==> src/rtl/csr_irq_unit.sv <==
// Machine-mode Zicsr register file and trap controller for the execute stage.
// Handles exceptions, prioritised interrupts, mret and the 64-bit counters.
module csr_irq_unit #(
  parameter int unsigned NUM_LOCAL_IRQ = 4,
  parameter bit          VECTORED_EN   = 1'b1,
  parameter bit          COUNTER_EN    = 1'b1,
  parameter logic [31:0] RESET_MTVEC   = 32'h0000_0000
) (
  input  logic                     clk,
  input  logic                     rst,
  input  logic [11:0]              addr,
  input  logic [4:0]               uimm,
  input  logic [31:0]              rs1_data,
  input  logic [31:0]              pc,
  input  logic [2:0]               funct3,
  input  logic                     zicsr,
  input  logic                     illegal_inst,
  input  logic                     ecall,
  input  logic                     mret,
  input  logic                     instret,
  input  logic                     irq_take_en,
  input  logic                     timer_irq,
  input  logic                     sw_irq,
  input  logic                     ext_irq,
  input  logic [NUM_LOCAL_IRQ-1:0] local_irq,
  output logic [31:0]              r_data,
  output logic                     trap_taken,
  output logic                     mret_taken,
  output logic [31:0]              trap_target,
  output logic                     irq_pending
);

  localparam logic [11:0] CSR_MSTATUS   = 12'h300;
  localparam logic [11:0] CSR_MISA      = 12'h301;
  localparam logic [11:0] CSR_MIE       = 12'h304;
  localparam logic [11:0] CSR_MTVEC     = 12'h305;
  localparam logic [11:0] CSR_MSCRATCH  = 12'h340;
  localparam logic [11:0] CSR_MEPC      = 12'h341;
  localparam logic [11:0] CSR_MCAUSE    = 12'h342;
  localparam logic [11:0] CSR_MIP       = 12'h344;
  localparam logic [11:0] CSR_MCYCLE    = 12'hB00;
  localparam logic [11:0] CSR_MINSTRET  = 12'hB02;
  localparam logic [11:0] CSR_MCYCLEH   = 12'hB80;
  localparam logic [11:0] CSR_MINSTRETH = 12'hB82;
  localparam logic [11:0] CSR_CYCLE     = 12'hC00;
  localparam logic [11:0] CSR_INSTRET   = 12'hC02;
  localparam logic [11:0] CSR_CYCLEH    = 12'hC80;
  localparam logic [11:0] CSR_INSTRETH  = 12'hC82;

  localparam logic [31:0] LOCAL_MASK = 32'(((64'd1 << NUM_LOCAL_IRQ) - 64'd1) << 16);
  localparam logic [31:0] MIE_MASK   = LOCAL_MASK | 32'h0000_0888;

  logic        st_mie, st_mpie;
  logic [31:0] mtvec_q, mepc_q, mcause_q, mscratch_q, mie_q, mip_q, mip_d;
  logic [63:0] mcycle_q, minstret_q;

  logic [31:0] csr_rdata, operand, wdata, pend, base;
  logic [NUM_LOCAL_IRQ-1:0] local_pend;
  logic [4:0]  irq_cause;
  logic        csr_ro, csr_wr_req, csr_ill, exc, do_mret, do_irq, csr_we;

  // Interrupt sources sampled into mip one cycle after they assert
  always_comb begin
    mip_d     = '0;
    mip_d[3]  = sw_irq;
    mip_d[7]  = timer_irq;
    mip_d[11] = ext_irq;
    for (int i = 0; i < int'(NUM_LOCAL_IRQ); i++) mip_d[16+i] = local_irq[i];
  end

  assign pend        = mip_q & mie_q;
  assign local_pend  = pend[16 +: NUM_LOCAL_IRQ];
  assign irq_pending = st_mie & (|pend);

  // Lowest-priority first so the later assignments win: MEI > MSI > MTI > local[0..]
  always_comb begin
    irq_cause = 5'd0;
    for (int i = int'(NUM_LOCAL_IRQ) - 1; i >= 0; i--)
      if (local_pend[i]) irq_cause = 5'(16 + i);
    if (pend[7])  irq_cause = 5'd7;
    if (pend[3])  irq_cause = 5'd3;
    if (pend[11]) irq_cause = 5'd11;
  end

  always_comb begin
    csr_rdata = 32'h0;
    case (addr)
      CSR_MSTATUS:               csr_rdata = {19'b0, 2'b11, 3'b0, st_mpie, 3'b0, st_mie, 3'b0};
      CSR_MISA:                  csr_rdata = 32'h4000_0100;
      CSR_MIE:                   csr_rdata = mie_q;
      CSR_MTVEC:                 csr_rdata = mtvec_q;
      CSR_MSCRATCH:              csr_rdata = mscratch_q;
      CSR_MEPC:                  csr_rdata = mepc_q;
      CSR_MCAUSE:                csr_rdata = mcause_q;
      CSR_MIP:                   csr_rdata = mip_q;
      CSR_MCYCLE,   CSR_CYCLE:   csr_rdata = mcycle_q[31:0];
      CSR_MCYCLEH,  CSR_CYCLEH:  csr_rdata = mcycle_q[63:32];
      CSR_MINSTRET, CSR_INSTRET: csr_rdata = minstret_q[31:0];
      CSR_MINSTRETH, CSR_INSTRETH: csr_rdata = minstret_q[63:32];
      default:                   csr_rdata = 32'h0;
    endcase
  end

  assign r_data  = zicsr ? csr_rdata : 32'h0;
  assign operand = funct3[2] ? 32'(uimm) : rs1_data;

  always_comb begin
    case (funct3[1:0])
      2'b01:   wdata = operand;
      2'b10:   wdata = csr_rdata | operand;
      2'b11:   wdata = csr_rdata & ~operand;
      default: wdata = csr_rdata;
    endcase
  end

  // Set/clear with a zero operand is a pure read and must not disturb counters
  assign csr_ro     = (addr[11:10] == 2'b11);
  assign csr_wr_req = zicsr & ((funct3[1:0] == 2'b01) | (funct3[1] & (operand != 32'h0)));
  assign csr_ill    = zicsr & csr_ro & ~((funct3[1:0] == 2'b10) & (operand == 32'h0));
  assign exc        = illegal_inst | ecall | csr_ill;
  assign do_mret    = mret & ~exc;
  assign do_irq     = irq_pending & irq_take_en & ~exc & ~mret;
  assign csr_we     = csr_wr_req & ~csr_ro & ~exc & ~mret & ~do_irq;

  assign trap_taken = exc | do_irq;
  assign mret_taken = do_mret;
  assign base       = {mtvec_q[31:2], 2'b00};

  always_comb begin
    trap_target = base;
    if (do_mret)                  trap_target = mepc_q;
    else if (do_irq && mtvec_q[0]) trap_target = base + 32'({irq_cause, 2'b00});
  end

  always_ff @(posedge clk) begin
    if (rst) begin
      st_mie     <= 1'b0;
      st_mpie    <= 1'b0;
      mtvec_q    <= RESET_MTVEC;
      mepc_q     <= 32'h0;
      mcause_q   <= 32'h0;
      mscratch_q <= 32'h0;
      mie_q      <= 32'h0;
      mip_q      <= 32'h0;
    end else begin
      mip_q <= mip_d;
      if (exc) begin
        mepc_q   <= pc;
        mcause_q <= (!illegal_inst && ecall) ? 32'd11 : 32'd2;
        st_mpie  <= st_mie;
        st_mie   <= 1'b0;
      end else if (do_mret) begin
        st_mie  <= st_mpie;
        st_mpie <= 1'b1;
      end else if (do_irq) begin
        mepc_q   <= pc;
        mcause_q <= {1'b1, 26'b0, irq_cause};
        st_mpie  <= st_mie;
        st_mie   <= 1'b0;
      end else if (csr_we) begin
        case (addr)
          CSR_MSTATUS: begin
            st_mie  <= wdata[3];
            st_mpie <= wdata[7];
          end
          CSR_MIE:      mie_q      <= wdata & MIE_MASK;
          CSR_MTVEC:    mtvec_q    <= {wdata[31:2], 1'b0, wdata[0] & VECTORED_EN};
          CSR_MSCRATCH: mscratch_q <= wdata;
          CSR_MEPC:     mepc_q     <= wdata;
          CSR_MCAUSE:   mcause_q   <= wdata;
          default: ;
        endcase
      end
    end
  end

  // A write to either half replaces that cycle's increment of the whole counter
  always_ff @(posedge clk) begin
    if (rst) begin
      mcycle_q   <= 64'h0;
      minstret_q <= 64'h0;
    end else if (COUNTER_EN) begin
      if (csr_we && addr == CSR_MCYCLE)       mcycle_q <= {mcycle_q[63:32], wdata};
      else if (csr_we && addr == CSR_MCYCLEH) mcycle_q <= {wdata, mcycle_q[31:0]};
      else                                    mcycle_q <= mcycle_q + 64'd1;

      if (csr_we && addr == CSR_MINSTRET)       minstret_q <= {minstret_q[63:32], wdata};
      else if (csr_we && addr == CSR_MINSTRETH) minstret_q <= {wdata, minstret_q[31:0]};
      else if (instret)                         minstret_q <= minstret_q + 64'd1;
    end
  end

endmodule
==> config.mk <==
export PLATFORM = sky130hd
export DESIGN_NAME = csr_irq_unit
export DESIGN_NICKNAME = d
export VERILOG_FILES = /design/src/rtl/csr_irq_unit.sv
export SDC_FILE = /design/constraint.sdc
export NUM_CORES = 1
export LEC_CHECK = 0
export CORE_MARGIN = 8
export CORE_UTILIZATION = 25
export CTS_BUF_LIST = sky130_fd_sc_hd__clkbuf_2
export CTS_CLUSTER_DIAMETER = 30
export DETAILED_ROUTE_END_ITERATION = 8
export GPL_TIMING_DRIVEN = 0
export HOLD_SLACK_MARGIN = 0.03
export PLACE_DENSITY_LB_ADDON = 0.12
export SETUP_SLACK_MARGIN = 0.15
export SLEW_MARGIN = 0
export SYNTH_ARGS = -nofsm -noshare
export SYNTH_HDL_FRONTEND = slang
export SYNTH_SLANG_ARGS = --single-unit
==> constraint.sdc <==
create_clock -name clk -period 4.4 [get_ports clk]
set_clock_uncertainty 0.15 [all_clocks]
set_input_delay 1.1 -clock clk [delete_from_list [all_inputs] [get_ports clk]]
set_output_delay 1.1 -clock clk [all_outputs]
set_load 0.02 [all_outputs]
* After elaboration in Yosys (flattened, before gate mapping)
Index checks and enable logic that the tools add are counted.
** Cells by class
- Add/sub/neg operators :: 3
- Equal/unequal tests :: 23
- Mux-type cells :: 38
- Bitwise gates (word level) :: 29
- Reductions and logical operators :: 33
** Operators with widths (count)
- 32-bit 2-to-1 mux :: 16
- 32-bit one-hot mux with 12 select lines :: 1
- 64-bit 2-to-1 mux :: 3
- 64-bit by 1-bit adder with 64-bit output, second input constant :: 2
- 12-bit by 10-bit equality test with 1-bit output, second input constant :: 8
- 12-bit equality test, second input constant :: 8
- 32-bit one-hot mux with 3 select lines :: 1
- 5-bit 2-to-1 mux :: 7
- 32-bit by 7-bit adder with 32-bit output :: 1
- 32-bit by 20-bit bitwise AND with 32-bit output :: 1
- 32-bit bitwise AND :: 1
- 32-bit logical NOT :: 1
- 32-bit inverter :: 1
- 32-bit bitwise OR :: 1
- 32-bit nonzero test :: 1
- 32-bit OR reduction :: 1
- 5-bit AND reduction :: 3
- 3-bit nonzero test :: 5
- 1-bit bitwise AND :: 14
- 2-bit OR reduction :: 5
- 1-bit 2-to-1 mux :: 9
- 2-bit AND reduction :: 4
- 4-bit nonzero test :: 2
- 1-bit inverter :: 7
- 10 further kinds :: 23
** Word-level totals
- Flip-flop bits (word level) :: 296

* Depth between registers and ports, before layout
- Depth after elaboration :: 15
- Depth in mapped cells :: 13
- Gate-level depth less buffers :: 13

* Least setup slack after synthesis
Ideal clock, no wire load.
- Kind :: input to output
- Start :: input rs1_data[5]
- End :: output trap_target[30]
- Arrival :: 3.320 ns
- Data required time :: 3.150 ns
- Path slack :: -0.170 ns
- Stages :: 9
- Path buffers :: 1
- Cells stage by stage :: nor4_1 -> a41oi_1 -> a2111o_1 -> a21oi_1 -> buf_2 -> nand3_1 -> nor4_1 -> xnor2_1 -> o21ai_0
** Between the ends
- Longest elaborated chain between the ends :: 12
- Elaborated cells on any way between the ends :: 13
- Those cells by class :: 3 x mux; 8 x bitwise; 2 x reduce/logical
** Ends and longest elaborated chain
- start: declaration :: line 13 : input logic [31:0] rs1_data,
- 32-bit 2-to-1 mux * :: line 105 : assign operand = funct3[2] ? 32'(uimm) : rs1_data;
- 32-bit logical NOT * :: line 119 : assign csr_ill = zicsr & csr_ro & ~((funct3[1:0] == 2'b10) & (operand == 32'h0));
- 1-bit bitwise AND * :: line 119
- 1-bit inverter * :: line 119
- 1-bit bitwise AND * :: line 119
- 1-bit bitwise OR * :: line 120 : assign exc = illegal_inst | ecall | csr_ill;
- 1-bit inverter (no source line) *
- 1-bit bitwise AND (2 in series) :: line 122 : assign do_irq = irq_pending & irq_take_en & ~exc & ~mret;
- 1-bit logical AND :: line 132 : else if (do_irq && mtvec_q[0]) trap_target = base + 32'({irq_cause, 2'b00});
- 32-bit 2-to-1 mux :: line 132
- 32-bit 2-to-1 mux * :: line 131 : if (do_mret) trap_target = mepc_q;
- end: declaration :: line 29 : output logic [31:0] trap_target,
Mark *: on every way between the ends. The rest lies on a longest branch, timed or not.

* Final worst setup path
- Start :: register mtvec_q[16]
- End :: output trap_target[31]
** Between the ends
- Longest elaborated chain between the ends :: 3
** Ends and longest elaborated chain
- start: declaration :: line 54 : logic [31:0] mtvec_q, mepc_q, mcause_q, mscratch_q, mie_q, mip_q, mip_d;
- start signal: assignment :: line 167 : CSR_MTVEC: mtvec_q <= {wdata[31:2], 1'b0, wdata[0] & VECTORED_EN};
- 32-bit by 7-bit adder with 32-bit output :: line 132
- 32-bit 2-to-1 mux :: line 132
- 32-bit 2-to-1 mux :: line 131
Every way passes these cells.

==> impl_metrics.yaml <==
global_routing:
  grtUsageTotal_pct: 31.7
  grt_max_degree: 14
  grt_overflow: 0
  grt_pass1_wl_mm: 184
  grt_pass1_vias: 22200
  antenna_found_initial: 12
logic_synthesis:
  ys_types: 106
  synth_nets: 2593
  synth-edff-count: 0
  yosys_most_used_dff: "dfxtp_1"
  syn_area_per_cell_um2: 7.35
  synthArstFlopShare_pct: 0
  synth_warnings: 0
  synth_area_um2: 18300
  yosys_register_bits: 271
  synth_seq_area_share_pct: 29.7
  synthCells: 2486
finish:
  finalNetCount: 3043
  syn2layout_area_growth_pct: 43.2
  final_layout_size_suffix_gt1_share_pct: 29.3
  n_fill_cell: 7731
  fin_util_pct: 36.0
  final_common_cell: "nand2_1"
  final_cell_mix: "334 x nand2_1, 252 x dfxtp_1, 227 x nor2_1, 220 x a21oi_1, 170 x buf_4"
sta:
  max_slew.worst_pin.slew_ns: 1.53
  finalHoldViolCount: 0
  rsz0062_at_grt: "true"
  layout_setup_ws_ns: -0.886
  fin_tns_setup_ns: -21.64
  slew_viol_final: 9
  fin_crit_sh_pct: 120
  min_period_ns: 5.29
  fin_hold_ws_ns: 0.310
  finalSetupViolations: 33
  slew_headroom_pct: -2.20
  fmax_mhz: 189
detailed_routing:
  ant_nets: 0
  wl_mm: 136
  firstDrtPassIters: 6
  first_iter_violations: 3184
  route.detailed.drc: 0
  wl_per_cell_um: 34.3
  vias_per_cell: 6.04
  vias: 23996
worst_setup_path:
  worstPathRequired_ns: 3.15
  crit_chain: "and4_1 -> and4_1 -> nand4_1 -> nor2_1 -> nand4_1 -> or4_4 -> xor2_2 -> a21oi_2 -> buf_6"
  worstSetupPathType: "register to primary output"
  cp-start-kind: "register"
  slowest_delay_ns: 0.59
  crit_slowest_cell: "dfxtp_1"
  worst_r2r_startpoint: "mip_q[7]"
  cp-end-kind: "primary output"
  r2r_slack_ns: 0.67
  r2r-end: "mcycle_q[2]"
  crit_fanout: 5
  reg2reg_depth: 10
  arrival_ns: 4.04
clock_network:
  cts_tree: "built"
  cts_made_buffers: 96
  clockRootBuffer: "clkbuf_2"
  path_clk_slew_ns: 0.09
  htree_levels: 3
  clockBufferDepth: 3
  clock_latency_ns: 1.17
  cts_sinks: 271
floorplanning:
  io-pin-count: 166
  die_width_um: 286
  core-area_um2: 72700
  die_h_um: 286
  initial_core_util_pct: 25.1
  rows: 99
  design.die.area_um2: 82000
placed_design:
  io_buffers: 160
  place.gp.congestion: 1.02
  hpwl_mm: 105
power_and_ir_drop:
  p_per_area_nw_per_um2: 223
  vdd_ir_drop_max_mv: 0.139
  p_leak_nw: 8.96
worst_hold_path:
  hold_end: "mscratch_q[28]"
  min_from: "mscratch_q[28]"
  hold_depth: 2
  hold_path.class: "register to register"
status:
  violations: "slew limit, setup timing"
  status: "finished, violations left"
flow_run:
  max_cap_violations: 0
[power by group]
group | switching, W | internal, W
Clock | 0.00136 | 0.000853
Combinational | 0.000705 | 0.000339
Sequential | 0.0000830 | 0.00249
[area by class of cell]
type                       instances  area [µm²]  area share, %
sequential                       271        5450           20.8
buffer                           178        1220           4.66
clock buffer                     128         641           2.45
multi-input combinational       2009       14000           53.6
timing repair buffer             353        3320           12.7
clock inverter                    36         174          0.665
tap                              959        1200           4.59
antenna                            9        22.5         0.0861
inverter                          27         104          0.397
[flip-flops by register name, indices dropped and copies added, names as in the netlist]
name,count
mscratch_q,32
mcycle_q,64
mie_q,7
mtvec_q,31
st_mie,1
mcause_q,32
st_mpie,1
minstret_q,64
mip_q,7
mepc_q,32
[cell families (layout without fill, tap and decap cells)]
group                      Yosys count  in the layout  share of synthesized area [%]
AOI/OAI and AO/OA                  739            739                           26.1
adders and majority gates            8              8                          0.589
DFF                                271            271                           29.7
muxes                               73             73                           4.81
and+or+nand+nor                   1104           1104                           29.9
other                                0              9                              0
xor gates and xnor gates            85             85                           4.07
buffers and inverters              206            722                           4.79
[worst max path at each step]
stage,from,endpoint,slack [ns]
floorplan,rs1_data[5],trap_target[30],0.13
global placement,addr[1],mcause_q[0],-2.95
detailed placement,addr[1],r_data[18],-2.58
CTS,mip_q[7],trap_target[31],-0.94
global route,mip_q[7],trap_target[31],-1.03
finish,mtvec_q[16],trap_target[31],-0.89
[Yosys cell counts (all sizes together), types with 43 or more instances]
cell type | number | share of area [%]
nand2 | 344 | 7.1
dfxtp | 271 | 30
nor2 | 257 | 5.4
a21oi | 250 | 6.9
o21ai | 150 | 4.1
nand3 | 113 | 3.1
clkbuf | 98 | 2.0
nor3 | 86 | 2.5
buf | 81 | 2.2
xnor2 | 65 | 3.1
a211oi | 51 | 2.1
nand4 | 49 | 1.7
nor2b | 46 | 1.6
mux2i | 45 | 2.5
a31oi | 43 | 1.5
[per-stage QoR]
stage	instances	area (µm²)	setup WS, ns	total power, W
after detailed placement	3624	21500	-2.58	0.00350
final	3970	26200	-0.886	0.00582
after floorplan	2486	18300	0.126	0.00295
after global routing	3962	26100	-1.03	0.00600
after global placement	3605	21100	-2.95	0.00346
after CTS	3915	25300	-0.941	0.00580
[timing repair]
item / 4_1_cts / 5_1_grt
setup endpoints to repair: 249 / 66
pin swaps: 104 / 77
gates resized for setup: 969 / 126
cloned: 1 / 1
hold buffers: 0 / 0
setup buffers: 127 / 45
[worst max-delay path, delay by kind of cell, from the launching register on]
| kind | cells | cell delay (ns) |
|---|---|---|
| flip-flops | 1 | 0.59 |
| buffers and inverters | 1 | 0.14 |
| AO/OA/AOI/OAI | 1 | 0.16 |
| AND/OR/NAND/NOR | 6 | 1.84 |
| XOR/XNOR | 1 | 0.18 |
[layer usage]
metal  part of all wire [%]  GRT usage (%)  vias to the layer above
met4                    5.6           16.1                        4
li1                       -              -                    10132
met1                     43           43.8                    11870
met3                     11           8.12                      351
met5                  0.017              0                        -
met2                     41           44.9                     1639
(Power assumes the default switching activity.)
